[config.mk]
export PLATFORM = sky130hd
export DESIGN_NAME = lcd_frame_gen
export DESIGN_NICKNAME = d
export VERILOG_FILES = /design/src/rtl/lcd_pkg.sv /design/src/rtl/lcd_char_rom.sv /design/src/rtl/lcd_frame_gen.sv
export SDC_FILE = /design/constraint.sdc
export NUM_CORES = 1
export LEC_CHECK = 0
export CORE_MARGIN = 10
export CORE_UTILIZATION = 47
export CTS_BUF_LIST = sky130_fd_sc_hd__clkbuf_16
export CTS_CLUSTER_SIZE = 40
export DETAILED_ROUTE_END_ITERATION = 10
export PLACE_DENSITY_LB_ADDON = 0.25
export SLEW_MARGIN = 20
export SYNTH_ARGS = -nofsm -noshare
export SYNTH_HDL_FRONTEND = slang
export SYNTH_HIERARCHICAL = 1
export SYNTH_SLANG_ARGS = --single-unit
[constraint.sdc]
create_clock -name clk -period 7.45 [get_ports clk]
set_clock_uncertainty 0.1 [all_clocks]
set_input_delay 1.49 -clock clk [delete_from_list [all_inputs] [get_ports clk]]
set_output_delay 1.49 -clock clk [all_outputs]
set_load 0.1 [all_outputs]
[src/rtl/lcd_pkg.sv]
// lcd_pkg: shared constants, types and helpers for the LCD frame path.
// Ports: none (package). ASCII codes, display modes, FSM states, mnemonics.
package lcd_pkg;

   localparam logic [7:0] ASC_SPACE  = 8'h20;
   localparam logic [7:0] ASC_DOLLAR = 8'h24;
   localparam logic [7:0] ASC_COLON  = 8'h3A;
   localparam logic [7:0] ASC_EQUAL  = 8'h3D;

   typedef enum logic [1:0] {
      MODE_INSTR = 2'd0,
      MODE_REG   = 2'd1,
      MODE_DMEM  = 2'd2,
      MODE_TEXT  = 2'd3
   } lcd_mode_e;

   typedef enum logic {
      ST_IDLE = 1'b0,
      ST_EMIT = 1'b1
   } lcd_state_e;

   // Fixed labels, left-justified in 8 bytes (first char in the top byte).
   localparam logic [63:0] STR_PC       = {"PC", ASC_EQUAL, {5{ASC_SPACE}}};
   localparam logic [63:0] STR_REG      = {"Reg", {5{ASC_SPACE}}};
   localparam logic [63:0] STR_D        = {"D", {7{ASC_SPACE}}};
   localparam logic [63:0] STR_DMEM     = {"DMEM", {4{ASC_SPACE}}};
   localparam logic [63:0] STR_DEFAULT  = {"Default", ASC_SPACE};
   localparam logic [63:0] STR_DEFAULT3 = "Default3";

   // Four-character space-padded mnemonic; all spaces means unknown opcode.
   function automatic logic [31:0] mnem_str(input logic [3:0] op);
      logic [31:0] s;
      unique case (op)
         4'h0:    s = "And ";
         4'h1:    s = "or  ";
         4'h2:    s = "Add ";
         4'h3:    s = "Addi";
         4'h6:    s = "Sub ";
         4'h7:    s = "SLT ";
         4'h8:    s = "LW  ";
         4'hA:    s = "SW  ";
         4'hE:    s = "BNE ";
         4'hF:    s = "Jump";
         default: s = {4{ASC_SPACE}};
      endcase
      return s;
   endfunction

   function automatic logic mnem_valid(input logic [3:0] op);
      return mnem_str(op) != {4{ASC_SPACE}};
   endfunction

   function automatic logic [7:0] hex_ascii(input logic [3:0] n);
      return (n < 4'hA) ? (8'h30 + {4'h0, n}) : (8'h37 + {4'h0, n});
   endfunction

   // Character k (0..7) of a left-justified 8-byte label.
   function automatic logic [7:0] str_char(input logic [63:0] s,
                                           input int k);
      return 8'(s >> (56 - 8 * k));
   endfunction

endpackage

[src/rtl/lcd_char_rom.sv]
// lcd_char_rom: combinational map of (fields, mode, row, col) to ASCII.
// Ports: mode + debug fields in, row/col index in, ch (ASCII) out.
module lcd_char_rom
   import lcd_pkg::*;
#(
   parameter int COLS      = 16,
   parameter int ROWS      = 2,
   parameter int PC_W      = 16,
   parameter int WORD_W    = 32,
   parameter int REG_IDX_W = 4,
   localparam int ROW_W    = (ROWS > 1) ? $clog2(ROWS) : 1,
   localparam int COL_W    = $clog2(COLS)
) (
   input  lcd_mode_e              mode,
   input  logic [15:0]            instr,
   input  logic [PC_W-1:0]        pc,
   input  logic [REG_IDX_W-1:0]   reg_idx,
   input  logic [WORD_W-1:0]      reg_data0,
   input  logic [WORD_W-1:0]      reg_data1,
   input  logic [PC_W-1:0]        dmem_addr,
   input  logic [WORD_W-1:0]      dmem_data,
   input  logic [ROW_W-1:0]       row,
   input  logic [COL_W-1:0]       col,
   output logic [7:0]             ch
);

   localparam int PC_N   = PC_W / 4;
   localparam int WORD_N = WORD_W / 4;
   localparam int IDX_N  = REG_IDX_W / 4;

   localparam int PC_END    = 3 + PC_N;
   localparam int REG_COLON = 3 + IDX_N;
   localparam int REG_END   = REG_COLON + 1 + WORD_N;
   localparam int D_COLON   = 1 + PC_N;
   localparam int D_END     = D_COLON + 1 + WORD_N;

   if (PC_END > COLS || REG_END > COLS || D_END > COLS || COLS < 13)
   begin : g_bad_layout
      $error("lcd_char_rom: field layout exceeds COLS");
   end

   if ((PC_W % 4) != 0 || (WORD_W % 4) != 0 || (REG_IDX_W % 4) != 0)
   begin : g_bad_width
      $error("lcd_char_rom: field widths must be nibble multiples");
   end

   logic [3:0]           op;
   logic [REG_IDX_W-1:0] idx;
   logic [WORD_W-1:0]    word;
   int                   c;

   assign op = instr[15:12];

   always_comb begin
      ch   = ASC_SPACE;
      c    = int'(col);
      // Row 1 of the register view shows the next index, wrapping.
      idx  = (row == '0) ? reg_idx : REG_IDX_W'(reg_idx + 1'b1);
      word = (row == '0) ? reg_data0 : reg_data1;
      if (int'(row) < 2) begin
         unique case (mode)
            MODE_INSTR: begin
               if (row == '0) begin
                  if (mnem_valid(op)) begin
                     if (c < 4)
                        ch = str_char({mnem_str(op), {4{ASC_SPACE}}}, c);
                     else if (c == 5 || c == 8 || c == 11)
                        ch = ASC_DOLLAR;
                     else if (c == 6)
                        ch = hex_ascii(instr[11:8]);
                     else if (c == 9)
                        ch = hex_ascii(instr[7:4]);
                     else if (c == 12)
                        ch = hex_ascii(instr[3:0]);
                  end else if (c < 7) begin
                     ch = str_char(STR_DEFAULT, c);
                  end
               end else begin
                  if (c < 3)
                     ch = str_char(STR_PC, c);
                  else if (c < PC_END)
                     ch = hex_ascii(4'(pc >> (4 * (PC_END - 1 - c))));
               end
            end
            MODE_REG: begin
               if (c < 3)
                  ch = str_char(STR_REG, c);
               else if (c < REG_COLON)
                  ch = hex_ascii(4'(idx >> (4 * (REG_COLON - 1 - c))));
               else if (c == REG_COLON)
                  ch = ASC_COLON;
               else if (c < REG_END)
                  ch = hex_ascii(4'(word >> (4 * (REG_END - 1 - c))));
            end
            MODE_DMEM: begin
               if (row == '0) begin
                  if (c < 1)
                     ch = str_char(STR_D, c);
                  else if (c < D_COLON)
                     ch = hex_ascii(4'(dmem_addr >> (4 * (D_COLON - 1 - c))));
                  else if (c == D_COLON)
                     ch = ASC_COLON;
                  else if (c < D_END)
                     ch = hex_ascii(4'(dmem_data >> (4 * (D_END - 1 - c))));
               end else if (c < 4) begin
                  ch = str_char(STR_DMEM, c);
               end
            end
            MODE_TEXT: begin
               if (row == '0 && c < 8)
                  ch = str_char(STR_DEFAULT3, c);
            end
         endcase
      end
   end

endmodule

[src/rtl/lcd_frame_gen.sv]
// lcd_frame_gen: snapshot-and-stream LCD character frame generator.
// Ports: clk/rst, mode + CPU debug taps, frame_req/auto_en in;
//        ch_data/ch_row/ch_col/ch_valid out with ch_ready in;
//        busy and frame_done status out.
module lcd_frame_gen
   import lcd_pkg::*;
#(
   parameter int COLS      = 16,
   parameter int ROWS      = 2,
   parameter int PC_W      = 16,
   parameter int WORD_W    = 32,
   parameter int REG_IDX_W = 4,
   localparam int ROW_W    = (ROWS > 1) ? $clog2(ROWS) : 1,
   localparam int COL_W    = $clog2(COLS)
) (
   input  logic                 clk,
   input  logic                 rst,
   input  logic [1:0]           mode,
   input  logic [15:0]          instr,
   input  logic [PC_W-1:0]      pc,
   input  logic [REG_IDX_W-1:0] reg_idx,
   input  logic [WORD_W-1:0]    reg_data0,
   input  logic [WORD_W-1:0]    reg_data1,
   input  logic [PC_W-1:0]      dmem_addr,
   input  logic [WORD_W-1:0]    dmem_data,
   input  logic                 frame_req,
   input  logic                 auto_en,
   output logic [7:0]           ch_data,
   output logic [ROW_W-1:0]     ch_row,
   output logic [COL_W-1:0]     ch_col,
   output logic                 ch_valid,
   input  logic                 ch_ready,
   output logic                 busy,
   output logic                 frame_done
);

   typedef struct packed {
      lcd_mode_e            mode;
      logic [15:0]          instr;
      logic [PC_W-1:0]      pc;
      logic [REG_IDX_W-1:0] reg_idx;
      logic [WORD_W-1:0]    rd0;
      logic [WORD_W-1:0]    rd1;
      logic [PC_W-1:0]      daddr;
      logic [WORD_W-1:0]    ddata;
   } snap_t;

   lcd_state_e       state_q, state_d;
   snap_t            live, src, snap_q, snap_d;
   logic             snap_valid_q, snap_valid_d;
   logic             pending_q, pending_d;
   logic             busy_q, busy_d;
   logic             ch_valid_q, ch_valid_d;
   logic             frame_done_q, frame_done_d;
   logic [7:0]       ch_data_q, ch_data_d;
   logic [ROW_W-1:0] ch_row_q, ch_row_d;
   logic [COL_W-1:0] ch_col_q, ch_col_d;

   logic             src_live;
   logic             col_last, row_last;
   logic [ROW_W-1:0] nxt_row, rom_row;
   logic [COL_W-1:0] nxt_col, rom_col;
   logic [7:0]       rom_ch;
   logic             field_diff, dirty, start;

   assign live = '{
      mode:    lcd_mode_e'(mode),
      instr:   instr,
      pc:      pc,
      reg_idx: reg_idx,
      rd0:     reg_data0,
      rd1:     reg_data1,
      daddr:   dmem_addr,
      ddata:   dmem_data
   };

   // In IDLE the ROM looks at live inputs so char(0,0) can be loaded on
   // the same edge that captures them; while emitting it reads the snapshot.
   assign src_live = (state_q == ST_IDLE);
   assign src      = src_live ? live : snap_q;

   assign col_last = (ch_col_q == COL_W'(COLS - 1));
   assign row_last = (ch_row_q == ROW_W'(ROWS - 1));
   assign nxt_col  = col_last ? '0 : ch_col_q + 1'b1;
   assign nxt_row  = col_last ? ch_row_q + 1'b1 : ch_row_q;
   assign rom_row  = src_live ? '0 : nxt_row;
   assign rom_col  = src_live ? '0 : nxt_col;

   lcd_char_rom #(
      .COLS      (COLS),
      .ROWS      (ROWS),
      .PC_W      (PC_W),
      .WORD_W    (WORD_W),
      .REG_IDX_W (REG_IDX_W)
   ) u_rom (
      .mode      (src.mode),
      .instr     (src.instr),
      .pc        (src.pc),
      .reg_idx   (src.reg_idx),
      .reg_data0 (src.rd0),
      .reg_data1 (src.rd1),
      .dmem_addr (src.daddr),
      .dmem_data (src.ddata),
      .row       (rom_row),
      .col       (rom_col),
      .ch        (rom_ch)
   );

   // Only the fields the live mode actually shows count as a change.
   always_comb begin
      field_diff = 1'b0;
      unique case (live.mode)
         MODE_INSTR: field_diff = (live.instr != snap_q.instr) ||
                                  (live.pc != snap_q.pc);
         MODE_REG:   field_diff = (live.reg_idx != snap_q.reg_idx) ||
                                  (live.rd0 != snap_q.rd0) ||
                                  (live.rd1 != snap_q.rd1);
         MODE_DMEM:  field_diff = (live.daddr != snap_q.daddr) ||
                                  (live.ddata != snap_q.ddata);
         MODE_TEXT:  field_diff = 1'b0;
      endcase
   end

   assign dirty = !snap_valid_q || (live.mode != snap_q.mode) || field_diff;
   assign start = frame_req || pending_q || (auto_en && dirty);

   always_comb begin
      state_d      = state_q;
      snap_d       = snap_q;
      snap_valid_d = snap_valid_q;
      pending_d    = pending_q;
      busy_d       = busy_q;
      ch_valid_d   = ch_valid_q;
      ch_data_d    = ch_data_q;
      ch_row_d     = ch_row_q;
      ch_col_d     = ch_col_q;
      frame_done_d = 1'b0;
      unique case (state_q)
         ST_IDLE: begin
            if (start) begin
               state_d      = ST_EMIT;
               snap_d       = live;
               snap_valid_d = 1'b1;
               pending_d    = 1'b0;
               busy_d       = 1'b1;
               ch_valid_d   = 1'b1;
               ch_row_d     = '0;
               ch_col_d     = '0;
               ch_data_d    = rom_ch;
            end
         end
         ST_EMIT: begin
            pending_d = pending_q | frame_req;
            if (ch_ready) begin
               if (row_last && col_last) begin
                  state_d      = ST_IDLE;
                  ch_valid_d   = 1'b0;
                  busy_d       = 1'b0;
                  frame_done_d = 1'b1;
               end else begin
                  ch_row_d  = nxt_row;
                  ch_col_d  = nxt_col;
                  ch_data_d = rom_ch;
               end
            end
         end
      endcase
   end

   always_ff @(posedge clk or posedge rst) begin
      if (rst) begin
         state_q      <= ST_IDLE;
         snap_q       <= '0;
         snap_valid_q <= 1'b0;
         pending_q    <= 1'b0;
         busy_q       <= 1'b0;
         ch_valid_q   <= 1'b0;
         ch_data_q    <= ASC_SPACE;
         ch_row_q     <= '0;
         ch_col_q     <= '0;
         frame_done_q <= 1'b0;
      end else begin
         state_q      <= state_d;
         snap_q       <= snap_d;
         snap_valid_q <= snap_valid_d;
         pending_q    <= pending_d;
         busy_q       <= busy_d;
         ch_valid_q   <= ch_valid_d;
         ch_data_q    <= ch_data_d;
         ch_row_q     <= ch_row_d;
         ch_col_q     <= ch_col_d;
         frame_done_q <= frame_done_d;
      end
   end

   assign ch_data    = ch_data_q;
   assign ch_row     = ch_row_q;
   assign ch_col     = ch_col_q;
   assign ch_valid   = ch_valid_q;
   assign busy       = busy_q;
   assign frame_done = frame_done_q;

endmodule

Yosys cells after proc, flatten, opt, wreduce, memory -nomap -nowiden
Memory sizes are Yosys's and may differ from the RTL's.
Index checks and enable logic that the tools add are counted.
{ "word_totals": {"register_bits": 168, "latchBits": 0, "mem_bits_rw": 0, "romBits": 800, "in_bits": 155, "output_inout_bits": 16, "elab_cells": 188, "mem_count": 2} }
{ "classes": {"addsub": 25, "n_mul": 0, "div": 0, "magnitude_cmp": 16, "n_eq_ne": 27, "n_shift": 12, "muxes": 68, "bitwise_logic": 3, "reduce_logical": 19} }
{ "memory_table": {"columns": ["name", "depth", "width", "rd", "rd_clocked_by_memory_dff", "write_ports", "line_no", "source"], "rows": [
  ["(name not given)", 16, 25, 1, 0, 0, "lcd_pkg.sv:33", "unique case (op)"],
  ["(name not given)", 16, 25, 1, 0, 0, "lcd_pkg.sv:33", null]
]} }
{ "ops": {"columns": ["cell", "count"], "rows": [
  ["$shr A63 B32 Y8 const A", 6],
  ["$mux W8", 32],
  ["$mux W32", 7],
  ["$mux W150", 1],
  ["$add A6 B4 Y7 const A", 16],
  ["$ne A32 B32 Y1", 3],
  ["$shr A16 B32 Y4", 2],
  ["$shr A32 B32 Y4", 2],
  ["$shr A64 B32 Y8", 1],
  ["$ne A16 B16 Y1", 3],
  ["$lt A4 B4 Y1 const B", 11],
  ["$ne A32 B30 Y1 const B", 1],
  ["$pmux W8 S4", 1],
  ["$shr A4 B32 Y4", 1],
  ["$eq A4 B4 Y1 const B", 7],
  ["$mux W4", 6],
  ["$pmux W8 S2", 1],
  ["$mux W1", 14],
  ["$lt A4 B3 Y1 const B", 3],
  ["$logic_or A1 B1 Y1", 10],
  ["$sub A3 B4 Y5 const A", 2],
  ["$sub A4 B4 Y5 const A", 2],
  ["$add A4 B1 Y4 const B", 2],
  ["$eq A2 B2 Y1 const B", 4],
  ["21 further kinds", 32]
]} }

Logic depth before layout (Yosys ltp)
Gate-level depths: netlist of run 1.
{ "depth": {"word_depth": 17, "mapped_depth": 21, "ltp_nobuf": 17} }

By module
The synthesis of run 1 kept the hierarchy.
{ "by_module_without_submodules": {"columns": ["mod", "n_inst", "cells_each", "area_per_inst_um2", "seq_area_each_um2"], "rows": [
  ["lcd_frame_gen", 1, 777, 10186.0, 4205.3],
  ["lcd_char_rom", 1, 492, 3646.0, 0.0]
]} }

Least setup slack after synthesis of run 1
No wires, ideal clock.
{ "synth_path": {"kind": "register to register", "from": "register ch_col_q[0], in the netlist ch_col[0]", "to": "register ch_data_q[1], in the netlist ch_data[1]", "setup_time_ps": 128, "arrival_time_ps": 4651, "required_ps": 7222, "setup_slack_ps": 2571, "stages_incl_launch_ff": 22, "n_path_buf": 4, "period_less_slack_ps": 4879, "path_cell_list": "dfrtp_1 ha_1 and3_1 nor3_1 buf_6 buf_2 inv_1 buf_2 ha_1 buf_2 mux4_2 o221a_2 a32oi_1 o21ai_0 nand2_1 ha_1 nand3_1 a21oi_1 nor4_1 or4_1 nand2_1 o22ai_1"} }
{ "synth_via": {"elab_chain_cells": 16, "word_cells_on_any_way": 94, "cone_classes": "add/sub (17); order compare (13); eq/ne (9); shift (12); mux (37); bitwise (1); reduce/logical (5)"} }
{ "synth_rtl": {"columns": ["item", "line_no", "source"], "rows": [
  ["from (decl)", "lcd_frame_gen.sv:57", "logic [COL_W-1:0] ch_col_q, ch_col_d;"],
  ["from (signal assigned)", "lcd_frame_gen.sv:191", "ch_col_q <= ch_col_d;"],
  ["$add A4 B1 Y4 or $eq A4 B4 Y1 (tied branches)", "lcd_frame_gen.sv:84, lcd_frame_gen.sv:82", null],
  ["$mux W4", "lcd_frame_gen.sv:84", "assign nxt_col = col_last ? '0 : ch_col_q + 1'b1;"],
  ["$mux W4", "lcd_frame_gen.sv:87", "assign rom_col = src_live ? '0 : nxt_col;"],
  ["$sub A4 B4 Y5", "lcd_char_rom.sv:104", "ch = hex_ascii(4'(dmem_data >> (4 * (D_END - 1 - c))));"],
  ["$shr A32 B32 Y4", "lcd_char_rom.sv:104", null],
  ["$add A6 B4 Y7 or $lt A4 B4 Y1 (tied branches)", "lcd_pkg.sv:54", "return (n < 4'hA) ? (8'h30 + {4'h0, n}) : (8'h37 + {4'h0, n});"],
  ["$mux W8", "lcd_pkg.sv:54", null],
  ["$mux W8", "lcd_char_rom.sv:103", "else if (c < D_END)"],
  ["$mux W8", "lcd_char_rom.sv:101", "else if (c == D_COLON)"],
  ["$mux W8", "lcd_char_rom.sv:99", "else if (c < D_COLON)"],
  ["$mux W8", "lcd_char_rom.sv:97", "if (c < 1)"],
  ["$mux W8", "lcd_char_rom.sv:96", "if (row == '0) begin"],
  ["$pmux W8 S4 *", "lcd_char_rom.sv:61", "unique case (mode)"],
  ["$mux W8", "lcd_frame_gen.sv:155", "if (row_last && col_last) begin"],
  ["$mux W8", "lcd_frame_gen.sv:154", "if (ch_ready) begin"],
  ["$pmux W8 S2 *", "lcd_frame_gen.sv:138", "unique case (state_q)"],
  ["net ch_data_d[1]", "lcd_frame_gen.sv:55", "logic [7:0] ch_data_q, ch_data_d;"],
  ["to (signal assigned)", "lcd_frame_gen.sv:189", "ch_data_q <= ch_data_d;"],
  ["to (decl)", "lcd_frame_gen.sv:55", null]
]} }
Mark *: on every way through the listed nets, which the timed path passes. The rest lies on a longest branch. The select of a mux whose other input is x is not followed.
A chain may end at the register's enable or synchronous reset.

Worst setup path in the final report of run 1
{ "layout_path": {"from": "register state_q", "to": "register ch_data_q[4], in the netlist ch_data[4]"} }
{ "layout_via": {"elab_chain_cells": 14, "word_cells_on_any_way": 119, "cone_classes": "add/sub (23); order compare (16); eq/ne (14); shift (12); mux (45); bitwise (2); reduce/logical (5); memory (2)"} }
{ "layout_rtl": {"columns": ["item", "line_no", "source"], "rows": [
  ["from (decl)", "lcd_frame_gen.sv:48", "lcd_state_e state_q, state_d;"],
  ["from (signal assigned)", "lcd_frame_gen.sv:183", "state_q <= state_d;"],
  ["$mux W4 or $mux W150 (tied branches)", "lcd_frame_gen.sv:87, lcd_frame_gen.sv:80", null],
  ["$sub A4 B4 Y5 (tied with other cells)", "lcd_char_rom.sv:104", null],
  ["$shr A32 B32 Y4 (tied with other cells)", "lcd_char_rom.sv:104", null],
  ["$add A6 B4 Y7 (tied with other cells)", "lcd_pkg.sv:54", null],
  ["$mux W8 (tied with other cells)", "lcd_pkg.sv:54", null],
  ["$mux W8 (tied with other cells)", "lcd_char_rom.sv:103", null],
  ["$mux W8 (tied with other cells)", "lcd_char_rom.sv:101", null],
  ["$mux W8, on equally long branches", "lcd_char_rom.sv:99, lcd_char_rom.sv:65", null],
  ["$mux W8, on equally long branches", "lcd_char_rom.sv:97, lcd_char_rom.sv:64", null],
  ["$mux W8, on equally long branches", "lcd_char_rom.sv:96, lcd_char_rom.sv:63", null],
  ["$pmux W8 S4", "lcd_char_rom.sv:61", null],
  ["$mux W8", "lcd_frame_gen.sv:155", null],
  ["$mux W8", "lcd_frame_gen.sv:154", null],
  ["$pmux W8 S2 *", "lcd_frame_gen.sv:138", null],
  ["net ch_data_d[4]", "lcd_frame_gen.sv:55", null]
]} }
Marks and branches as above.

==> flow_summary.json, run 1 <==
{
  "cts_htree_levels": 4,
  "cts_tree": "done",
  "finalHoldViolations": 0,
  "setup_viol": 0,
  "grt_max_degree": 70,
  "cpMostUsedCell": "nand2_1",
  "start_kind": "flop",
  "min_period_ns": 5.19,
  "status": "finished clean",
  "relSlewSlack_pct": 33.0,
  "drt-total-wl_um": 40100,
  "fin_nets": 1576,
  "max-clock-path-buffers": 2,
  "worstMarginPinSlew_ns": 1.00,
  "cts_root_buf": "clkbuf_16",
  "core_region_area_um2": 28900,
  "syn_nets": 1445,
  "synth_common_cells": "mux2_2, dfrtp_1, xor2_1",
  "slew_viol_final": 0,
  "clk_pin_slew_worst_paths_ns": 0.07,
  "ctsHoldBuffers": 0,
  "drc": 0,
  "final_core_util_pct": 56.8,
  "die-width_um": 192,
  "slowest_delay_ns": 0.89,
  "diodes": 0,
  "drv_cap": 0,
  "yosys_warnings": 6,
  "yosysMostFrequentCell": "mux2_2",
  "gp_congestion": 0.922,
  "grt_setup_unrepaired": "false",
  "synth_area_leader_cell": "dfrtp_1",
  "critPathTopFamily": "compound AO/OA/AOI/OAI gates",
  "drt_iter0_markers": 776,
  "synth-async-reset-ratio_pct": 100,
  "wl_per_cell_um": 22.3,
  "hp-start": "snap_valid_q",
  "vias": 10662,
  "synth_edf_count": 0,
  "drive_above_1_share_pct": 28.9,
  "yosysUniqueCellTypes": 87,
  "chipHeight_um": 192,
  "synthToLayoutAreaGrowth_pct": 18.4,
  "synth_area_leaders": "dfrtp_1, mux2_2, mux2_4",
  "start_util_pct": 47.9,
  "synth_top_area_share_pct": 30.2,
  "overflow": 0,
  "hold_class": "reg -> reg",
  "worst_r2r_startpoint": "state_q",
  "fin_setup_tns_ns": 0,
  "p_leak_nw": 7.10,
  "post_cts_resized": 0,
  "cp-end-kind": "flop",
  "antenna_found_initial": 0,
  "ys_seq_area_share_pct": 30.4,
  "cts_buffers": 17,
  "syn-cell-area_um2": 13800,
  "grt_pass1_wl_um": 63100,
  "std_cell_rows": 62,
  "grt_util_all_layers_pct": 21.7,
  "path_max_fanout": 41,
  "vias_per_cell": 5.93,
  "path_cells": "clkinv_1 -> nor3_2 -> inv_1 -> ha_2 -> mux4_2 -> o221a_2 -> a32oi_1 -> o21ai_0 -> nand2_1 -> ha_1 -> nand2_1 -> a2111oi_0 -> a2111o_1 -> nand2_1 -> o22ai_1",
  "synth-seq-cells": 168,
  "synthCells": 1269,
  "vdd_ir_drop_max_mv": 0.187,
  "crit_path_top_delay_cell": "ha_2",
  "fmax_mhz": 193,
  "die-area_um2": 36700,
  "grt_pass1_vias": 10868,
  "hpwl_um": 29200,
  "crit_start": "state_q",
  "cts_setup_buffers": 0,
  "avgSynthCellArea_um2": 10.9,
  "port_buffers": 170,
  "clock_latency_ns": 0.44,
  "synth_ff_type": "dfrtp_1",
  "cellPowerDensity_nw_per_um2": 375,
  "period_share_pct": 69.7,
  "cp_num_buf_inv": 2,
  "worstPathArrival_ns": 5.43,
  "io_pins": 171,
  "first_pass_iters": 5,
  "clock-sinks": 168,
  "worstPathRequired_ns": 7.69,
  "worst-setup-path-type": "reg -> reg",
  "drtAntennaViolNets": 0
}
where the power goes:
group / total [mW] / internal [mW] / switching (mW)
Sequential: 1.43 / 1.17 / 0.252
Clock: 0.906 / 0.450 / 0.456
Combinational: 3.82 / 1.63 / 2.19
state kept, by name, summed over array words and instances, names as in the netlist:
name          cells
ch_valid          1
pending_q         1
snap_valid_q      1
snap_q          150
ch_row            1
state_q           1
frame_done        1
ch_data           8
ch_col            4
layout make-up:
cell class              instances  area [µm²]
clock buffers                  17         425
clock inverters                15         155
fillers                      2518       12500
inverters                      23        91.3
multi-input cells             999        9120
flip-flops and latches        168        4210
well taps                     384         480
repair buffers                191        1900
worst reg2reg max path, delay by kind of cell, from the launching register on:
family,cells,cell delay (ns)
AND/OR/NAND/NOR,4,0.56
multiplexers,1,0.43
buffers and inverters,2,0.81
adder cells (fa/ha/maj),2,1.10
AO/OA/AOI/OAI,6,1.34
flip-flops,1,0.77
layer usage:
| layer | global-route usage, % | wire length (µm) | part of all wire [%] | up-vias |
|---|---|---|---|---|
| li1 | - | - | - | 4979 |
| met1 | 30.1 | 18600 | 46 | 5303 |
| met2 | 34.5 | 18700 | 47 | 334 |
| met3 | 3.30 | 2000 | 5.0 | 46 |
| met4 | 6.04 | 831 | 2.1 | 0 |
| met5 | 0 | 0 | 0 | - |
final timing paths:
check                      slack (ns)            to  cells past startpoint
setup / recovery                 2.26    ch_data[4]                     15
hold / removal                   0.38  snap_valid_q                      1
setup reg to reg                 2.26    ch_data[4]                     15
hold reg to reg                  0.38  snap_valid_q                      1
max in group asynchronous        4.61   snap_q[132]                      3
min in group asynchronous        1.40    snap_q[34]                      2
per-stage QoR:
stage | std cells | power [mW] | setup WS [ns] | hold WS [ns] | instance area [µm²]
global placement | 1765 | 5.15 | 2.10 | 0.363 | 15800
detailed placement | 1765 | 5.20 | 1.97 | 0.373 | 15800
finish | 1797 | 6.15 | 2.26 | 0.380 | 16400
global route | 1797 | 6.53 | 1.89 | 0.401 | 16400
floorplan | 1269 | 4.24 | 1.31 | 0.324 | 13800
CTS | 1797 | 6.13 | 1.96 | 0.388 | 16400
cell usage in the layout, fill, tap and decap left out, types with 7 or more instances in the layout:
cell               n
dfrtp_1          166
nor3_1            18
o21ai_0           32
mux4_2            25
nor2_1            28
nor4_1            36
xnor2_1           39
clkdlybuf4s50_1  170
inv_1             18
o211ai_1           7
a21oi_1           33
nand2_1           76
nand4_1           15
mux2_4            90
clkbuf_16         17
nor2b_1           10
xor2_1           133
nand2b_1           9
o31ai_1            8
mux2_2           214
buf_4             18
and3_1             9
a31oi_1           10
o22ai_1           17
mux2i_1           14
ha_1              20
nand3_1           27
logic make-up after synthesis:
kind of cell    count (synthesis)  share of synthesized area (%)
buf+inv                       102                           3.91
other cells                     1                         0.0271
mux                           347                           33.0
simple gates                  268                           10.2
xor+xnor                      173                           11.0
fa+ha+maj                      22                           1.97
compound gates                188                           9.49
flops                         168                           30.4
Power figures use the tool's default switching activity.
==> inputs of run 2 (changes only) <==
clock period = 5.25 ns   (was 7.45 ns; I/O delays follow)
==> run 2 against run 1 <==
Compared with the run above: routed wire length is 0.32% higher; clock power is 45% higher; first-iteration DRC count is 6.4% higher; sequential power is 41% higher; register-to-register slack worse by 1.6 ns; final cell count is 0.11% higher; core utilization is 0.11 points higher; fmax is 14% higher; power is 44% higher; die area stayed put.
==> flow_summary.json, run 2 (synthesized netlist as in run 1, its figures left out) <==
{
  "setup_viol": 0,
  "antenna_found_initial": 0,
  "path_max_fanout": 53,
  "fin_cells": 1799,
  "first_pass_iters": 5,
  "intPower_mw": 4.76,
  "p_total_mw": 8.88,
  "die-width_um": 192,
  "comb_power_share_pct": 62.5,
  "cts_htree_levels": 4,
  "synthToLayoutAreaGrowth_pct": 18.7,
  "hold_class": "reg -> reg",
  "fin_nets": 1578,
  "crit_cells": 14,
  "switching_power_mw": 4.12,
  "grt_util_all_layers_pct": 21.7,
  "slowest_delay_ns": 0.66,
  "cts_buffers": 17,
  "post-place-ws_ns": 0.510,
  "vdd_ir_drop_max_mv": 0.362,
  "grt_max_degree": 98,
  "p_leak_nw": 7.12,
  "worst-setup-path-type": "reg -> reg",
  "post_cts_resized": 0,
  "vias": 10663,
  "io_pins": 171,
  "path_cells": "ha_1 -> and3_1 -> nor3_2 -> buf_4 -> o21ai_1 -> xnor2_1 -> nand3_1 -> ha_1 -> nand3_1 -> a21oi_1 -> nor4_1 -> or4_1 -> nand2_1 -> o22ai_1",
  "overflow": 0,
  "switching_share_pct": 46.4,
  "fillers": 2498,
  "drive_above_1_share_pct": 29.0,
  "start_util_pct": 47.9,
  "chipHeight_um": 192,
  "slew_viol_final": 0,
  "wl_per_cell_um": 22.4,
  "die-area_um2": 36700,
  "vias_per_cell": 5.93,
  "grt_pass1_wl_um": 62200,
  "mostFrequentLayoutCell": "mux2_2",
  "std_cell_rows": 62,
  "worstPathRequired_ns": 5.47,
  "gp_congestion": 0.939,
  "hpwl_um": 29700,
  "cts_setup_buffers": 0,
  "dp_cells": 1767,
  "worstPathArrival_ns": 4.76,
  "relSlewSlack_pct": 30.0,
  "final_cell_mix": "mux2_2, clkdlybuf4s50_1, dfrtp_1",
  "fmax_mhz": 220,
  "diodes": 0,
  "clk_pin_slew_worst_paths_ns": 0.07,
  "fin_setup_tns_ns": 0,
  "drtAntennaViolNets": 0,
  "drt_iter0_markers": 826,
  "clock-sinks": 168,
  "cts_root_buf": "clkbuf_16",
  "drt-total-wl_um": 40200,
  "r2r_cells": 14,
  "finalHoldViolations": 0,
  "drv_cap": 0,
  "ctsHoldBuffers": 0,
  "power_frac_seq_pct": 22.7,
  "drc": 0,
  "port_buffers": 170,
  "period_share_pct": 86.5,
  "critPathTopFamily": "simple AND/OR/NAND/NOR gates",
  "min_period_ns": 4.54,
  "clock_latency_ns": 0.45,
  "largest_register": "snap_q",
  "cp_num_buf_inv": 1,
  "crit_path_top_delay_cell": "buf_4",
  "cellPowerDensity_nw_per_um2": 541,
  "worst_slack_ns": 0.710,
  "power_frac_clock_pct": 14.7,
  "max-clock-path-buffers": 2,
  "worstMarginPinSlew_ns": 1.05,
  "grt_pass1_vias": 10895,
  "cts_tree": "done",
  "grt_setup_unrepaired": "false",
  "largest_reg_flops": 150,
  "cp-end-kind": "flop",
  "hold_depth": 1,
  "start_kind": "flop",
  "status": "finished clean",
  "core_region_area_um2": 28900
}
## run 2: cell types whose count changed in the layout (fill, tap and decap cells not counted), sizes merged
cell and change:
buf +2, bufinv +2, inv -2
## run 2: area by class of cell
class	instances	area (µm²)	area share (%)
flip-flops and latches	168	4210	25.6
clock buffers	17	425	2.59
inverters	23	90.1	0.549
well taps	384	480	2.93
repair buffers	193	1920	11.7
multi-input cells	999	9120	55.6
clock inverters	15	164	0.999
## run 2: power groups by stage
| stage | Clock [mW] | Combinational (mW) | Sequential [mW] |
|---|---|---|---|
| floorplan | 0 | 3.74 | 2.28 |
| global placement | 0 | 5.46 | 2.01 |
| detailed placement | 0 | 5.48 | 2.03 |
| CTS | 1.34 | 5.51 | 2.02 |
| global route | 1.39 | 5.96 | 2.07 |
| finish | 1.31 | 5.55 | 2.02 |
## run 2: path summary, 6_finish.rpt
| check | start | to | slack (ns) |
|---|---|---|---|
| min in group asynchronous | rst | snap_q[21] | 0.88 |
| hold reg to reg | snap_valid_q | snap_valid_q | 0.36 |
| setup reg to reg | ch_col[0] | ch_data[1] | 0.71 |
| setup / recovery | ch_col[0] | ch_data[1] | 0.71 |
| hold / removal | snap_valid_q | snap_valid_q | 0.36 |
| max in group asynchronous | rst | state_q | 3.21 |
## run 2: routing by layer
layer  global-route usage (%)  wire (µm)  vias to the layer above
li1                         -          -                     4994
met1                     28.6      18300                     5316
met2                     35.5      19100                      304
met3                     4.01       2060                       49
met4                     6.70        816                        0
met5                        0          0                        -
## run 2: through the flow
step / util [%] / instance area (µm²) / hold slack, ns
after floorplan: - / 13800 / 0.324
after global placement: 54.8 / 15800 / 0.344
after detailed placement: 54.8 / 15800 / 0.343
after CTS: 56.9 / 16400 / 0.360
after global routing: 56.9 / 16400 / 0.402
final: 56.9 / 16400 / 0.358
## run 2: worst register-to-register path: cells and delay by family (launching register included)
family	cells	cell delay, ns
compound gates	3	0.63
xor+xnor	1	0.49
buf+inv	1	0.66
simple gates	7	1.38
fa+ha+maj	2	0.68
flops	1	0.47
